$ cat config.mk
export PLATFORM = sky130hd
export DESIGN_NAME = cache_mem_arbiter
export DESIGN_NICKNAME = d
export VERILOG_FILES = /design/src/rtl/cache_mem_arbiter.sv
export SDC_FILE = /design/constraint.sdc
export NUM_CORES = 1
export LEC_CHECK = 0
export CAP_MARGIN = 25
export CORE_AREA = 2 2 338 340
export CTS_CLUSTER_DIAMETER = 30
export DETAILED_ROUTE_END_ITERATION = 8
export DIE_AREA = 0 0 340 342
export PLACE_DENSITY_LB_ADDON = 0.12
export SYNTH_ARGS = -nofsm -noshare
export SYNTH_HDL_FRONTEND = slang
export SYNTH_SLANG_ARGS = --single-unit
$ cat constraint.sdc
create_clock -name clk -period 1.8 [get_ports clk]
set_input_delay 0.36 -clock clk [delete_from_list [all_inputs] [get_ports clk]]
set_output_delay 0.36 -clock clk [all_outputs]
set_load 0.02 [all_outputs]
$ cat src/rtl/cache_mem_arbiter.sv
// Shares the main-memory line port between the I-cache and the D-cache.
// Optional ARB_ROUND_ROBIN_EN: alternate ties between the caches instead of D-first.
module cache_mem_arbiter #(
    parameter int ADDR_W = 28,
    parameter int DATA_W = 128
) (
    input  logic              clk,
    input  logic              proc_reset,
    input  logic              ic_mem_read,
    input  logic              ic_mem_write,
    input  logic [ADDR_W-1:0] ic_mem_addr,
    input  logic [DATA_W-1:0] ic_mem_wdata,
    output logic [DATA_W-1:0] ic_mem_rdata,
    output logic              ic_mem_ready,
    input  logic              dc_mem_read,
    input  logic              dc_mem_write,
    input  logic [ADDR_W-1:0] dc_mem_addr,
    input  logic [DATA_W-1:0] dc_mem_wdata,
    output logic [DATA_W-1:0] dc_mem_rdata,
    output logic              dc_mem_ready,
    output logic              mem_read,
    output logic              mem_write,
    output logic [ADDR_W-1:0] mem_addr,
    output logic [DATA_W-1:0] mem_wdata,
    input  logic [DATA_W-1:0] mem_rdata,
    input  logic              mem_ready,
    output logic [1:0]        grant
);

    typedef enum logic [1:0] {
        IDLE  = 2'd0,
        GNT_I = 2'd1,
        GNT_D = 2'd2
    } state_e;

    state_e state_q, state_d;
    logic   last_grant_q, last_grant_d;
    logic   req_i, req_d;
    logic   tie_to_d;

    assign req_i = ic_mem_read | ic_mem_write;
    assign req_d = dc_mem_read | dc_mem_write;

`ifdef ARB_ROUND_ROBIN_EN
    // a tie goes to whichever cache did not own the port last
    assign tie_to_d = ~last_grant_q;
`else
    // fixed priority: the D-cache wins every tie
    assign tie_to_d = 1'b1;
`endif

    // state and last-owner registers; reset leaves D as last owner
    always_ff @(posedge clk) begin
        if (proc_reset) begin
            state_q      <= IDLE;
            last_grant_q <= 1'b1;
        end else begin
            state_q      <= state_d;
            last_grant_q <= last_grant_d;
        end
    end

    // next-state: grant from IDLE, hold the grant until memory completes
    always_comb begin
        state_d      = state_q;
        last_grant_d = last_grant_q;
        unique case (state_q)
            IDLE: begin
                if (req_i && req_d) begin
                    state_d = tie_to_d ? GNT_D : GNT_I;
                end else if (req_i) begin
                    state_d = GNT_I;
                end else if (req_d) begin
                    state_d = GNT_D;
                end
            end
            GNT_I: begin
                if (mem_ready) begin
                    state_d      = IDLE;
                    last_grant_d = 1'b0;
                end
            end
            GNT_D: begin
                if (mem_ready) begin
                    state_d      = IDLE;
                    last_grant_d = 1'b1;
                end
            end
            default: state_d = IDLE;
        endcase
    end

    // memory-side mux of the owner's request and ready steering back to it
    always_comb begin
        mem_read     = 1'b0;
        mem_write    = 1'b0;
        mem_addr     = '0;
        mem_wdata    = '0;
        ic_mem_ready = 1'b0;
        dc_mem_ready = 1'b0;
        unique case (state_q)
            GNT_I: begin
                mem_read     = ic_mem_read;
                mem_write    = ic_mem_write;
                mem_addr     = ic_mem_addr;
                mem_wdata    = ic_mem_wdata;
                ic_mem_ready = mem_ready;
            end
            GNT_D: begin
                mem_read     = dc_mem_read;
                mem_write    = dc_mem_write;
                mem_addr     = dc_mem_addr;
                mem_wdata    = dc_mem_wdata;
                dc_mem_ready = mem_ready;
            end
            default: begin
            end
        endcase
    end

    assign ic_mem_rdata = mem_rdata;
    assign dc_mem_rdata = mem_rdata;
    assign grant        = {state_q == GNT_D, state_q == GNT_I};

endmodule

# Word-level counts from Yosys, hierarchy flattened
# Index checks and enable logic that the tools add are counted.
# word_totals
reg_bits,2
in_bits,447
output_inout_bits,418
wordCells,22
# classes
eq_ne,4
muxes,11
bitwise_logic,2
n_reduce_logical,4
# op_table
op,n
case mux 128 bit (2 select lines),1
case mux 28 bit (2 select lines),1
2-to-1 mux 2 bit,4
inequality test 4 bit (second input constant),1
case mux 1 bit (2 select lines),2
case mux 2 bit (2 select lines),1
equality test 2 x 1 -> 1 bit (second input constant),1
equality test 2 bit (second input constant),1
zero test 2 bit,1
2-to-1 mux 1 bit,2
inequality test 2 x 1 -> 1 bit (second input constant),1
OR 1 bit,2
AND reduction 2 bit,1
OR reduction 2 bit,1
logical AND 1 bit,1

# Depth between registers and ports, before layout
# Gate-level depths: netlist of run 1.
# logic_depth
ltp_word,5
depth_mapped,7
mapped_depth_nobuf,5

# Worst setup path after synthesis of run 1
# No wires, ideal clock.
# synth_timing
kind,reg2out
startpoint,register state_q[1]
endpoint,output port mem_wdata[22]
arrival_time_ns,1.523
required_ns,1.440
path_slack_ns,-0.083
stages_incl_launch_ff,7
path_buffers,2
cell_sequence,dfxtp_1 inv_1 ha_1 buf_4 buf_1 a22oi_1 nor2b_1
# synth_between
elab_chain_len,2
elab_cells_between_ends,3
classes_between,eq/ne: 2; mux: 1
# synth_rtl
item,line_no,rtl
from (decl),36,"state_e state_q, state_d;"
from (signal assigned),58,state_q <= state_d;
equality test 2 x 1 -> 1 bit,-,
via grant[0],27,output logic [1:0] grant
case mux 128 bit (2 select lines),101,unique case (state_q)
to (decl),24,"output logic [DATA_W-1:0] mem_wdata,"
# The timed path passes the listed nets, and every way through them passes these cells.

# Worst setup path after layout of run 1
# layout_timing
startpoint,register state_q[1]
endpoint,output port mem_wdata[98]
# layout_between
elab_chain_len,2
elab_cells_between_ends,3
classes_between,eq/ne: 2; mux: 1
# layout_rtl
item,line_no
equality test 2 bit or equality test 2 x 1 -> 1 bit (tied branches),-
case mux 128 bit (2 select lines) (*),101
# Every way passes the cells marked *; elsewhere a longest branch is shown, timed or not.

==> qor.csv, run 1 <==
stage,metric,value,unit
synthesis,post-synthesis sequential area ratio,0.883,%
power,peak supply drop,0.280,mV
placed_design,GPL Wtd Cong,0.707,
sta,final worst-path cycle share,127,%
die,initial core utilization,4.01,%
power,Power Internal,4.69,mW
power,Reg power frac,0.7,%
layout,Largest regs,state_q (2),
layout,area of the multi-input gates,3890,um^2
die,row count,124,
power,switching share of power,40.8,%
die,Die H,342,um
synthesis,Synth top area share,43.0,%
layout,layout cells sized above 1,64.6,%
synthesis,Yosys cell types,18,
clock_tree,Clock Latency Late Sink,0.22,ns
power,Leak Pwr,4.30,nW
synthesis,"Warnings, synthesis",0,
sta,final hold vios,0,
status,status,"complete, but fails checks",
global_routing,Tot GR Track Use,7.36,%
sta,Setup Skew,0.00236,ns
sta,RSZ-0062 raised after global routing,yes,
synthesis,Cells after Synth,644,
placed_design,IO Port Bufs,480,
worst_setup_path,Worst setup SP type,register,
placed_design,detailed placement HPWL,31300,um
layout,Fillers,12900,
sta,Worst Tran Pin Value,0.343,ns
layout,area delta synth->final,202,%
synthesis,number of flops mapped to enable cells by yosys,0,
synthesis,Post-Syn Nets,1095,
worst_setup_path,Worst Setup Path Type,reg2out,
sta,Final Max Tran Viols,0,
worst_setup_path,crit path DAT,1.93,ns
layout,Largest Register,state_q,
sta,highest clock rate,0.436,GHz
synthesis,Seq cells post-synth,2,
clock_tree,Max H-tree Level,1,
layout,fin area,13700,um^2
global_routing,number of global-route vias before repair,6494,
run,maxcap violations,0,
route,Iter 0 DRT Violations,75,
clock_tree,total CTS buffers,3,
worst_setup_path,CP Capture Type,output port,
route,Via-to-Cell Ratio,2.39,
global_routing,largest net degree at the start of global routing,27,
sta,# setup viols final,160,
layout,max reg flops,2,
synthesis,syn_area_per_cell,7.04,um^2
die,Die ar.,116000,um^2
clock_tree,"Reg clk slew, reported paths",0.03,ns
power,Pwr per Cell Area,579,nW/um^2
clock_tree,clock root buffer,clkbuf_16,
clock_tree,Bufs on Longest Clock Path,2,
status,failing checks,setup timing,
clock_tree,CTS sink count,2,
synthesis,most instantiated library cell after synthesis,buf_4,
route,drt total wl,47400,um
global_routing,grt total ovfl,0,
layout,post-layout util,12.1,%
worst_setup_path,Critical Path RT,1.44,ns
route,DRT Pass-1 Iters,4,
synthesis,"area leader, netlist",buf_4,
power,Clock power frac,4.3,%
global_routing,first-pass GRT wire length,58500,um
die,die span in x,340,um
die,Core Area,113000,um^2
global_routing,initial antenna violation count,8,
power,Switch Pwr,3.23,mW
worst_setup_path,critical path peak fanout,25,
clock_tree,CTS tree,built,
route,met2 WL,22300,um
route,DRT antenna net count,0,
clock_tree,Hold Buf Count CTS,0,
placed_design,Post-DP Area,10400,um^2
layout,Register Area,42.5,um^2
hold_path,HP Class,in2out,
sta,crit path time final,2.29,ns
synthesis,Syn Std Cell Area,4540,um^2
synthesis,synth cell count leaders,"buf_4 (260), nor2b_1 (159), a22oi_1 (158), buf_2 (30), clkbuf_1 (14)",
route,met3 WL,4260,um
route,WL met1,19500,um
sta,Final WS setup,-0.494,ns
route,wire length per cell,19.1,um
placed_design,Place WS,-0.677,ns
layout,final net count,1419,
synthesis,Synth Flop Type,dfxtp_1,
sta,Min Hold Slack,0.720,ns
die,num ports,865,
power,Logic pwr share,95.0,%
synthesis,"top cells by area, synth","buf_4 (43%), a22oi_1 (26%), nor2b_1 (22%), buf_2 (3.3%), clkbuf_1 (1.2%)",
route,Vias,5937,
sta,relative slew slack,77.1,%
synthesis,ys async rst share,0,%
route,top routing layer in use,met5,
route,DRC violations left,0,
[power by group through the flow]
| stage | logic, mW | registers [mW] | clock network, mW |
|---|---|---|---|
| after floorplan | 2.70 | 0.0559 | 0 |
| after global placement | 4.44 | 0.0567 | 0 |
| after detailed placement | 4.41 | 0.0568 | 0 |
| after CTS | 6.86 | 0.0586 | 0.344 |
| after global routing | 7.98 | 0.0590 | 0.350 |
| final | 7.52 | 0.0586 | 0.339 |
[cell type report]
cell class	instances	share of cell area (%)
repair buffers	627	56.7
multi-input cells	332	28.4
well taps	1512	13.8
flip-flops and latches	2	0.311
inverters	2	0.0915
diodes	6	0.110
clock buffers	3	0.549
[final timing paths]
check,from,endpoint,slack [ns],cells past startpoint
setup reg to reg,state_q[1],state_q[0],0.04,10
setup / recovery,state_q[1],mem_wdata[98],-0.49,8
hold reg to reg,state_q[0],state_q[0],0.74,4
hold / removal,mem_rdata[53],dc_mem_rdata[53],0.72,0
[worst max-delay path: stages (launching register included)]
cell and delay (ns):
dfxtp_2 0.31, buf_6 0.11, ha_4 0.18, buf_16 0.17
buf_12 0.20, a22oi_2 0.31, nor2b_2 0.09, buf_6 0.13
buf_12 0.12
[metrics by stage]
| stage | total power [mW] | instances | TNS, ns |
|---|---|---|---|
| floorplan | 2.75 | 644 | 0 |
| global placement | 4.50 | 2383 | -78.36 |
| detailed placement | 4.47 | 2383 | -75.63 |
| CTS | 7.26 | 2449 | -54.00 |
| global route | 8.39 | 2479 | -60.20 |
| finish | 7.91 | 2484 | -50.49 |
[cell usage in the layout, fill, tap and decap left out, types with 2 or more instances in the layout]
master	count
a21oi_1	2
a22oi_2	158
buf_12	79
buf_16	29
buf_4	61
buf_6	121
buf_8	9
clkbuf_16	12
clkdlybuf4s50_1	318
dfxtp_2	2
diode_2	6
ha_4	3
inv_4	2
nor2b_1	15
nor2b_2	65
nor2b_4	79
[logic make-up (layout without fill, tap and decap cells)]
| logic type | Yosys count | count (layout) | synth area share (%) |
|---|---|---|---|
| flip-flops | 2 | 2 | 0.883 |
| AND/OR/NAND/NOR | 165 | 165 | 22.8 |
| other | 0 | 6 | 0 |
| adder cells (fa/ha/maj) | 4 | 4 | 1.10 |
| AO/OA/AOI/OAI | 163 | 163 | 26.8 |
| buffers and inverters | 310 | 632 | 48.5 |
[per-layer routing]
metal	up-vias	track usage (%)
met5	-	0
met4	4	2.11
met3	124	2.34
met2	444	12.4
met1	2741	8.94
li1	2624	-
[timing repair]
| item | CTS | global route |
|---|---|---|
| endpoints found under the setup margin | 162 | 160 |
| pin swaps | 31 | 41 |
| resized for setup | 790 | 240 |
| gates cloned | 25 | 12 |
| buffers inserted | 45 | 25 |
Power figures use the tool's default switching activity.
==> run 2, diff against run 1 <==
CTS_CLUSTER_DIAMETER = unset   (was 30)
==> results of run 2 <==
Final layout, timing and power as in run 1 (identical DEF).
==> run 3, diff against run 2 <==
SLEW_MARGIN = 20   (was unset)
==> results of run 3 <==
Final layout, timing and power as in run 1 (identical DEF).
